==> src/rtl/npu_pkg.sv <==
// Shared NPU types and defaults used by the line buffer and its row banks.
package npu_pkg;

  localparam int BIT_DEPTH = 8;

  typedef enum logic [1:0] {
    WAIT_ROWS,
    STREAM,
    FRAME_END
  } lb_state_t;

  typedef logic [1:0] bank_idx_t;

endpackage

==> src/rtl/lb_row_bank.sv <==
// One image row of storage: synchronous write, asynchronous read, no reset.
module lb_row_bank #(
  parameter int BIT_DEPTH = npu_pkg::BIT_DEPTH,
  parameter int IMG_WIDTH = 28,
  parameter int AW        = $clog2(IMG_WIDTH)
) (
  input  logic                 clk,
  input  logic                 we,
  input  logic [AW-1:0]        wr_addr,
  input  logic [BIT_DEPTH-1:0] wr_data,
  input  logic [AW-1:0]        rd_addr,
  output logic [BIT_DEPTH-1:0] rd_data
);

  logic [BIT_DEPTH-1:0] mem [IMG_WIDTH];

  always_ff @(posedge clk) begin
    if (we) mem[wr_addr] <= wr_data;
  end

  assign rd_data = mem[rd_addr];

endmodule

==> src/rtl/line_buffer3.sv <==
// Three-row line buffer over four rotating row banks; column read is combinational, row_done/frame_done one cycle after the consuming edge.
// pix_ready drops while four rows are held or the frame is fully written; LINE_BUFFER_ZERO_PAD_EN adds a zero column at each row end.
module line_buffer3 #(
  parameter int BIT_DEPTH  = npu_pkg::BIT_DEPTH,
  parameter int IMG_WIDTH  = 28,
  parameter int IMG_HEIGHT = 28
) (
  input  logic                 clk,
  input  logic                 rst,
  input  logic                 pix_valid,
  input  logic [BIT_DEPTH-1:0] pix_in,
  output logic                 pix_ready,
  input  logic                 shift_buffer,
  output logic [BIT_DEPTH-1:0] in_l1,
  output logic [BIT_DEPTH-1:0] in_l2,
  output logic [BIT_DEPTH-1:0] in_l3,
  output logic                 col_valid,
  output logic                 row_done,
  output logic                 frame_done
);
  import npu_pkg::*;

  localparam int CW = $clog2(IMG_WIDTH);
  localparam int RW = $clog2(IMG_HEIGHT + 1);
`ifdef LINE_BUFFER_ZERO_PAD_EN
  localparam int RD_COLS = IMG_WIDTH + 2;
`else
  localparam int RD_COLS = IMG_WIDTH;
`endif
  localparam int RCW = $clog2(RD_COLS);
  localparam logic [CW-1:0]  WR_LAST  = CW'(IMG_WIDTH - 1);
  localparam logic [RCW-1:0] RD_LAST  = RCW'(RD_COLS - 1);
  localparam logic [RW-1:0]  ROWS_H   = RW'(IMG_HEIGHT);
  localparam logic [RW-1:0]  OUT_LAST = RW'(IMG_HEIGHT - 3);

  lb_state_t            state;
  logic [CW-1:0]        wr_col;
  bank_idx_t            wr_bank;
  bank_idx_t            rd_bank;
  logic [RCW-1:0]       rd_col;
  logic [2:0]           rows_avail;
  logic [2:0]           rows_avail_nxt;
  logic [RW-1:0]        rows_written;
  logic [RW-1:0]        out_rows;
  logic                 wr_fire, wr_row_end, rd_fire, rd_row_end;
  logic                 pad_col;
  logic [CW-1:0]        rd_addr;
  logic [BIT_DEPTH-1:0] bank_rd [4];

  assign pix_ready  = (rows_avail < 3'd4) && (rows_written < ROWS_H) && (state != FRAME_END);
  assign wr_fire    = pix_valid && pix_ready;
  assign wr_row_end = wr_fire && (wr_col == WR_LAST);
  assign rd_fire    = shift_buffer && col_valid;
  assign rd_row_end = rd_fire && (rd_col == RD_LAST);

  // Row completion and row release in the same cycle cancel out.
  always_comb begin
    rows_avail_nxt = rows_avail;
    case ({wr_row_end, rd_row_end})
      2'b10:   rows_avail_nxt = rows_avail + 3'd1;
      2'b01:   rows_avail_nxt = rows_avail - 3'd1;
      default: rows_avail_nxt = rows_avail;
    endcase
  end

  always_ff @(posedge clk) begin
    if (rst) begin
      state        <= WAIT_ROWS;
      wr_col       <= '0;
      wr_bank      <= '0;
      rd_col       <= '0;
      rd_bank      <= '0;
      rows_avail   <= '0;
      rows_written <= '0;
      out_rows     <= '0;
      col_valid    <= 1'b0;
      row_done     <= 1'b0;
      frame_done   <= 1'b0;
    end else begin
      row_done   <= 1'b0;
      frame_done <= 1'b0;
      rows_avail <= rows_avail_nxt;
      if (wr_fire) begin
        if (wr_row_end) begin
          wr_col       <= '0;
          wr_bank      <= wr_bank + 2'd1;
          rows_written <= rows_written + RW'(1);
        end else begin
          wr_col <= wr_col + CW'(1);
        end
      end
      case (state)
        // Looking at the next-cycle row count lets col_valid rise right after the third row lands.
        WAIT_ROWS: begin
          if (rows_avail_nxt >= 3'd3) begin
            state     <= STREAM;
            col_valid <= 1'b1;
          end
        end
        STREAM: begin
          if (rd_fire) begin
            if (rd_row_end) begin
              rd_col   <= '0;
              rd_bank  <= rd_bank + 2'd1;
              out_rows <= out_rows + RW'(1);
              row_done <= 1'b1;
              if (out_rows == OUT_LAST) begin
                state      <= FRAME_END;
                col_valid  <= 1'b0;
                frame_done <= 1'b1;
              end else if (rows_avail_nxt < 3'd3) begin
                state     <= WAIT_ROWS;
                col_valid <= 1'b0;
              end
            end else begin
              rd_col <= rd_col + RCW'(1);
            end
          end
        end
        FRAME_END: begin
          state        <= WAIT_ROWS;
          wr_col       <= '0;
          wr_bank      <= '0;
          rd_col       <= '0;
          rd_bank      <= '0;
          rows_avail   <= '0;
          rows_written <= '0;
          out_rows     <= '0;
        end
        default: state <= WAIT_ROWS;
      endcase
    end
  end

`ifdef LINE_BUFFER_ZERO_PAD_EN
  assign pad_col = (rd_col == '0) || (rd_col == RD_LAST);
  assign rd_addr = CW'(rd_col - RCW'(1));
`else
  assign pad_col = 1'b0;
  assign rd_addr = CW'(rd_col);
`endif

  for (genvar b = 0; b < 4; b++) begin : g_bank
    lb_row_bank #(
      .BIT_DEPTH (BIT_DEPTH),
      .IMG_WIDTH (IMG_WIDTH),
      .AW        (CW)
    ) u_bank (
      .clk     (clk),
      .we      (wr_fire && (wr_bank == bank_idx_t'(b))),
      .wr_addr (wr_col),
      .wr_data (pix_in),
      .rd_addr (rd_addr),
      .rd_data (bank_rd[b])
    );
  end

  always_comb begin
    in_l1 = '0;
    in_l2 = '0;
    in_l3 = '0;
    if (col_valid && !pad_col) begin
      in_l1 = bank_rd[rd_bank];
      in_l2 = bank_rd[rd_bank + 2'd1];
      in_l3 = bank_rd[rd_bank + 2'd2];
    end
  end

endmodule

==> config.mk <==
export PLATFORM = sky130hd
export DESIGN_NAME = line_buffer3
export DESIGN_NICKNAME = d
export VERILOG_FILES = /design/src/rtl/npu_pkg.sv /design/src/rtl/lb_row_bank.sv /design/src/rtl/line_buffer3.sv
export SDC_FILE = /design/constraint.sdc
export NUM_CORES = 1
export LEC_CHECK = 0
export CORE_ASPECT_RATIO = 0.9
export CORE_MARGIN = 1
export CORE_UTILIZATION = 30
export DETAILED_ROUTE_END_ITERATION = 12
export PLACE_DENSITY_LB_ADDON = 0.15
export SYNTH_ARGS = -nofsm -noshare
export SYNTH_HDL_FRONTEND = slang
export SYNTH_SLANG_ARGS = --single-unit
==> constraint.sdc <==
create_clock -name clk -period 4.3 [get_ports clk]
set_input_delay 0.86 -clock clk [delete_from_list [all_inputs] [get_ports clk]]
set_output_delay 0.86 -clock clk [all_outputs]
set_load 0.01 [all_outputs]
=== Word-level counts from Yosys, hierarchy flattened ===
Memories as Yosys holds them, arrays and structs flattened. A register that Yosys moved wholly into a read port is not among the register bits.
Index checks and enable logic that the tools add are counted.

* Register bits after elaboration: 32
* RAM bits: 896
* Output and inout port bits: 28
* Input bits: 12
* Memories kept: 4

* Equality and inequality tests: 15
* Multiplexer cells: 53
* Reductions and logical operators: 22
* $lt $le $gt $ge: 7
* Add/sub/neg operators: 9
* Bitwise gates (word level): 6

{| class="wikitable"
|+ Memories
! memory !! words !! bits a word !! rd ports !! clocked after memory_dff !! write ports !! line !! RTL
|-
| g_bank[0].u_bank.mem || 28 || 8 || 1 || 1 || 1 || lb_row_bank.sv:15 || <nowiki>logic [BIT_DEPTH-1:0] mem [IMG_WIDTH];</nowiki>
|-
| g_bank[1].u_bank.mem || 28 || 8 || 1 || 1 || 1 || lb_row_bank.sv:15 ||
|-
| g_bank[2].u_bank.mem || 28 || 8 || 1 || 1 || 1 || lb_row_bank.sv:15 ||
|-
| g_bank[3].u_bank.mem || 28 || 8 || 1 || 1 || 1 || lb_row_bank.sv:15 ||
|}

{| class="wikitable"
|+ Operator list
! operator !! count
|-
| 8-bit two-way mux || 9
|-
| 5-bit two-way mux || 13
|-
| 8-bit binary-select mux with 2-bit select || 3
|-
| 5-bit by 1-bit adder with 5-bit output (second input constant) || 4
|-
| 5-bit one-hot mux with 2 select lines || 2
|-
| 5-bit == test (second input constant) || 3
|-
| 1-bit two-way mux || 15
|-
| 2-bit two-way mux || 7
|-
| 1-bit logical AND || 10
|-
| 3-bit >= comparator (second input constant) || 3
|-
| 2-bit NOT with 3-bit output || 3
|-
| 2-bit == test (second input constant) || 4
|-
| 2-bit != test (second input constant) || 4
|-
| 2-bit one-hot mux with 2 select lines || 2
|-
| 2-bit by 1-bit == test with 1-bit output (second input constant) || 3
|-
| 3-bit one-hot mux with 2 select lines || 1
|-
| 5-bit less-than comparator (second input constant) || 1
|-
| 5-bit AND reduction || 1
|-
| 2-bit by 1-bit adder with 2-bit output (second input constant) || 2
|-
| 2-bit zero test || 2
|-
| 2-bit AND reduction || 2
|-
| 4-bit AND reduction || 1
|-
| 2-bit nonzero test || 2
|-
| 4-bit OR reduction || 1
|-
| 12 further kinds || 14
|}

=== Depth between registers and ports, before layout ===
* Word-level depth: 13
* Mapped depth: 15
* Gate-level depth less buffers: 12

=== Cells and area by module ===
From an unflattened synthesis, not the netlist that was laid out.

* Cell total of the unflattened synthesis: 2,115
* Area total of the unflattened synthesis: 37,913.9 µm²

{| class="wikitable"
|+ By module, submodules not included
! module !! cells each !! area each (µm²) !! seq. area each (µm²) !! times used
|-
| lb_row_bank (g_bank[1].u_bank ...) || 468 || 8,892.3 || 6,726.5 || 3
|-
| lb_row_bank (g_bank[0].u_bank) || 462 || 8,848.5 || 6,726.5 || 1
|-
| line_buffer3 || 249 || 2,388.5 || 640.6 || 1
|}

=== Least setup slack after synthesis ===
OpenSTA, ideal clock, no wires.

* Path type: input to register
* From: input pix_valid
* To: register col_valid
* Library setup time: 128 ps
* Arrival time: 3,289 ps
* Path buffers: 3
* Cell stages on the path: 14
* Slack: 884 ps
* Required time: 4,172 ps
* Path through: and4b_1 > clkbuf_1 > and4_1 > clkbuf_1 > buf_2 > inv_1 > ha_1 > fa_1 > xnor2_1 > o22ai_1 > o21ai_0 > nand2_1 > a211oi_1 > nor3_1

* Cells in the longest elaborated chain, start to end: 7
* Elaborated cells on any way between the ends: 10
* Those cells by class: 2 x order compare; 4 x eq/ne; 1 x mux; 3 x reduce/logical

{| class="wikitable"
|+ RTL lines
! element !! line !! RTL
|-
| from (decl) || line_buffer3.sv:10 || <nowiki>input logic pix_valid,</nowiki>
|-
| 1-bit logical AND (*) || line_buffer3.sv:51 || <nowiki>assign wr_fire = pix_valid && pix_ready;</nowiki>
|-
| 1-bit logical AND (*) || line_buffer3.sv:52 || <nowiki>assign wr_row_end = wr_fire && (wr_col == WR_LAST);</nowiki>
|-
| 2-bit by 1-bit == test with 1-bit output / 2-bit == test (equally long branches) || line_buffer3.sv:59 || <nowiki>case ({wr_row_end, rd_row_end})</nowiki>
|-
| 3-bit one-hot mux with 2 select lines (*) || line_buffer3.sv:59 ||
|-
| 3-bit by 2-bit less-than comparator with 1-bit output / 3-bit by 2-bit >= comparator with 1-bit output (equally long branches) || line_buffer3.sv:111, line_buffer3.sv:95 ||
|-
| 3-bit != test (no line) / 2-bit != test (equally long branches) || - ||
|-
| 5-bit AND reduction (no line) (*) || - ||
|-
| to (signal assigned) || line_buffer3.sv:76 || <nowiki>col_valid <= 1'b0;</nowiki>
|-
| to (signal assigned) || line_buffer3.sv:109 || <nowiki>col_valid <= 1'b0;</nowiki>
|-
| to (signal assigned) || line_buffer3.sv:113 || <nowiki>col_valid <= 1'b0;</nowiki>
|-
| to (decl) || line_buffer3.sv:17 || <nowiki>output logic col_valid,</nowiki>
|}

Every way passes the cells marked *; elsewhere a longest branch is shown, timed or not.
A chain may end at the register's enable or synchronous reset.

==> results.cfg <==
[status]
status = completed

[sta]
finalHoldViolations = 0
finalMaxSlewViolations = 0
fmax_mhz = 236
finalSetupViolCount = 0
worstMarginPinSlew_ns = 1.28
period_needed_ns = 4.24
skew_ns = 0.0268
slew-limit-headroom = 0.147
rsz0062_at_grt = true
fin_crit_sh = 0.986
whs_ns = 0.526

[power_and_ir_drop]
power-per-cell-area_nw_per_um2 = 409
p_leak_nw = 14.6
max-vdd-ir-drop_uv = 282

[floorplanning]
io_pins = 40
die_y_um = 336
core-area_sq_um = 123000
dieArea_sq_um = 125000
rows = 122
initial_core_util = 0.302
die_x_um = 373

[global_routing]
grt_pass1_vias = 21000
grt_usage = 0.185
antenna_found_initial = 2
grt-ovfl-total = 0
grt_pass1_wl_um = 164000
grt_start_max_net_pins = 98

[cts]
htree_levels = 3
cts_buffer_depth = 3
clk_latency_ns = 0.66
holdBufCountCts = 0
clk_pin_slew_ns = 0.06
cts_sinks = 933
cts_made_buffers = 98
cts_tree = done
root_buffer = clkbuf_16

[critical_path]
r2r_start = state[0]
crit_cells = 12
worstSetupPathType = flip-flop to output pin
r2r_cells = 12
worstPathCellList = buf_12 > clkbuf_16 > nand2b_2 > buf_6 > buf_4 > o22ai_1 > nor3_2 > buf_4 > o21a_1 > mux2_4 > o22ai_4 > clkdlybuf4s15_2
cp.arrival_ns = 3.38
startpoint_type = flip-flop
end_kind = output pin
crit_required_ns = 3.44
reg2reg_slack_ns = 1.02
max_stage_delay_ns = 0.38
critical_path_buf_inv_count = 6
cp_max_fo = 8
slowest_stage = dfxtp_4
r2r-end = col_valid
critPathMostFrequentCell = buf_4
crit_family = buffers and inverters

[min_path]
worstHoldStart = rows_written[4]
hold_path_end = rows_written[4]
hold_path_class = flip-flop to flip-flop
hold_depth = 2

[route]
drt_drc_violations_left = 0
drt_iter0_markers = 2126
wl_per_cell_um = 29.3
via_per_inst = 5.16
firstDrtPassIters = 5
vias = 20800
wirelength_um = 118000
ant_nets = 0

[cells_and_area]
drive_gt1_frac = 0.339
area_growth_pct = 24.0
design_area_sq_um = 46100
nNetsFinal = 2367

[synthesis]
synth-edff-count = 896
async_flop_share = 0
syn_avg_cell_area_sq_um = 18.7
synth_cell_types = 71
synthFlopType = edfxtp_1
syn_area_sq_um = 37200
synth_nets = 2010
syn_inst = 1984
synth_seq_area_share = 0.743
synth-seq-cells = 933
yosysWarnings = 0

[placement]
placed_area_sq_um = 41200
gp_congestion = 0.868
hpwl_um = 78600
port_buffers = 39

[job]
maxCapViolations = 0
-- final cells by class --
cell class | count | area (sq um)
clock buffers | 120 | 2560
repair buffers | 371 | 3570
multi-input cells | 918 | 9550
fillers | 11400 | 76900
diodes | 1 | 2.50
flip-flops and latches | 933 | 27700
inverters | 19 | 75.1
well taps | 1612 | 2020
clock inverters | 64 | 694
-- synth_stat cells, types with 15 or more instances --
| cell | number | area [sq um] |
|---|---|---|
| mux2i_1 | 108 | 1080 |
| o21ai_0 | 39 | 195 |
| buf_6 | 15 | 169 |
| a22oi_1 | 30 | 225 |
| buf_4 | 23 | 173 |
| o22ai_1 | 36 | 225 |
| mux4_2 | 160 | 3600 |
| nand3_1 | 22 | 110 |
| nor2_1 | 164 | 616 |
| nand2_1 | 68 | 255 |
| a21oi_1 | 35 | 175 |
| inv_1 | 16 | 60.1 |
| edfxtp_1 | 896 | 26900 |
| buf_2 | 17 | 85.1 |
| a221oi_1 | 16 | 140 |
| mux2_2 | 23 | 259 |
| nor3_1 | 24 | 120 |
| clkbuf_1 | 51 | 191 |
| o221ai_1 | 16 | 140 |
| dfxtp_1 | 37 | 741 |
-- power breakdown --
group          internal (mW)  switching (mW)  leakage, nW
combinational         0.0542           0.231         4.70
clock                   5.03            3.59         1.57
sequential              9.96         0.00455         8.36
-- flip-flops by register name, summed over array words and instances (netlist names), named ones only --
name / cells
row_done: 1
g_bank.u_bank.mem: 896
frame_done: 1
rows_avail: 3
out_rows: 5
wr_bank: 2
state: 2
wr_col: 5
rows_written: 5
rd_bank: 2
rd_addr: 5
col_valid: 1
-- routing by layer --
| metal | part of all wire | vias to the layer above | track usage |
|---|---|---|---|
| met3 | 0.045 | 147 | 0.0224 |
| met1 | 0.47 | 11300 | 0.273 |
| met5 | 0 | - | 0 |
| met4 | 0.024 | 0 | 0.0484 |
| li1 | - | 8837 | - |
| met2 | 0.46 | 591 | 0.291 |
-- how the worst max path moves through the flow --
stage,endpoint,slack (ns)
2_1_floorplan,col_valid,0.88
3_3_place_gp,in_l2[6],-0.65
3_5_place_dp,in_l2[6],-0.69
4_1_cts,in_l2[3],-0.08
5_1_grt,in_l1[0],-0.03
6_report,in_l1[5],0.06
-- kinds of logic (layout without fill, tap and decap cells) --
family | after synthesis | after routing | synth area share
buffers and inverters | 133 | 574 | 0.0202
adders and majority gates | 14 | 14 | 0.00491
muxes | 301 | 301 | 0.140
DFF | 933 | 933 | 0.743
AOI/OAI and AO/OA | 246 | 246 | 0.0464
and+or+nand+nor | 344 | 344 | 0.0422
xor gates and xnor gates | 13 | 13 | 0.00306
other | 0 | 1 | 0
-- repair_timing --
item	4_1_cts	5_1_grt
resized for setup	219	77
buffers inserted	41	16
endpoints found under the setup margin	24	20
gates cloned	5	5
pin swaps	33	26
-- worst min-delay path, stage by stage, from the launching register on --
cell	delay (ns)
dfxtp_1	0.35
a41oi_1	0.07
nor2_1	0.07
-- cells in the final DEF, fill, tap and decap left out, types with 16 or more instances in the layout --
master     count
buf_4        273
nor2_1       158
mux4_2       165
nor3_1        20
clkbuf_1      21
nand3_1       22
clkbuf_16    104
edfxtp_1     896
buf_6         20
a21oi_1       28
clkinv_2      16
clkinv_1      19
o22ai_1       26
nand2_1       62
dfxtp_1       34
mux2i_1       96
o21ai_0       26
mux2_2        21
buf_12        27
-- per-stage QoR --
step	setup slack [ns]	power [mW]	utilization	cells	setup TNS [ns]
final	0.0621	18.9	0.375	4038	0
after global routing	-0.0263	19.4	0.375	4037	-0.0294
after CTS	-0.0820	19.1	0.371	4017	-0.486
after detailed placement	-0.692	10.4	0.335	3789	-2.61
after global placement	-0.649	10.4	0.335	3789	-2.48
after floorplan	0.884	10.2	-	1984	0
Note: power is estimated with default switching activity, not from simulation.
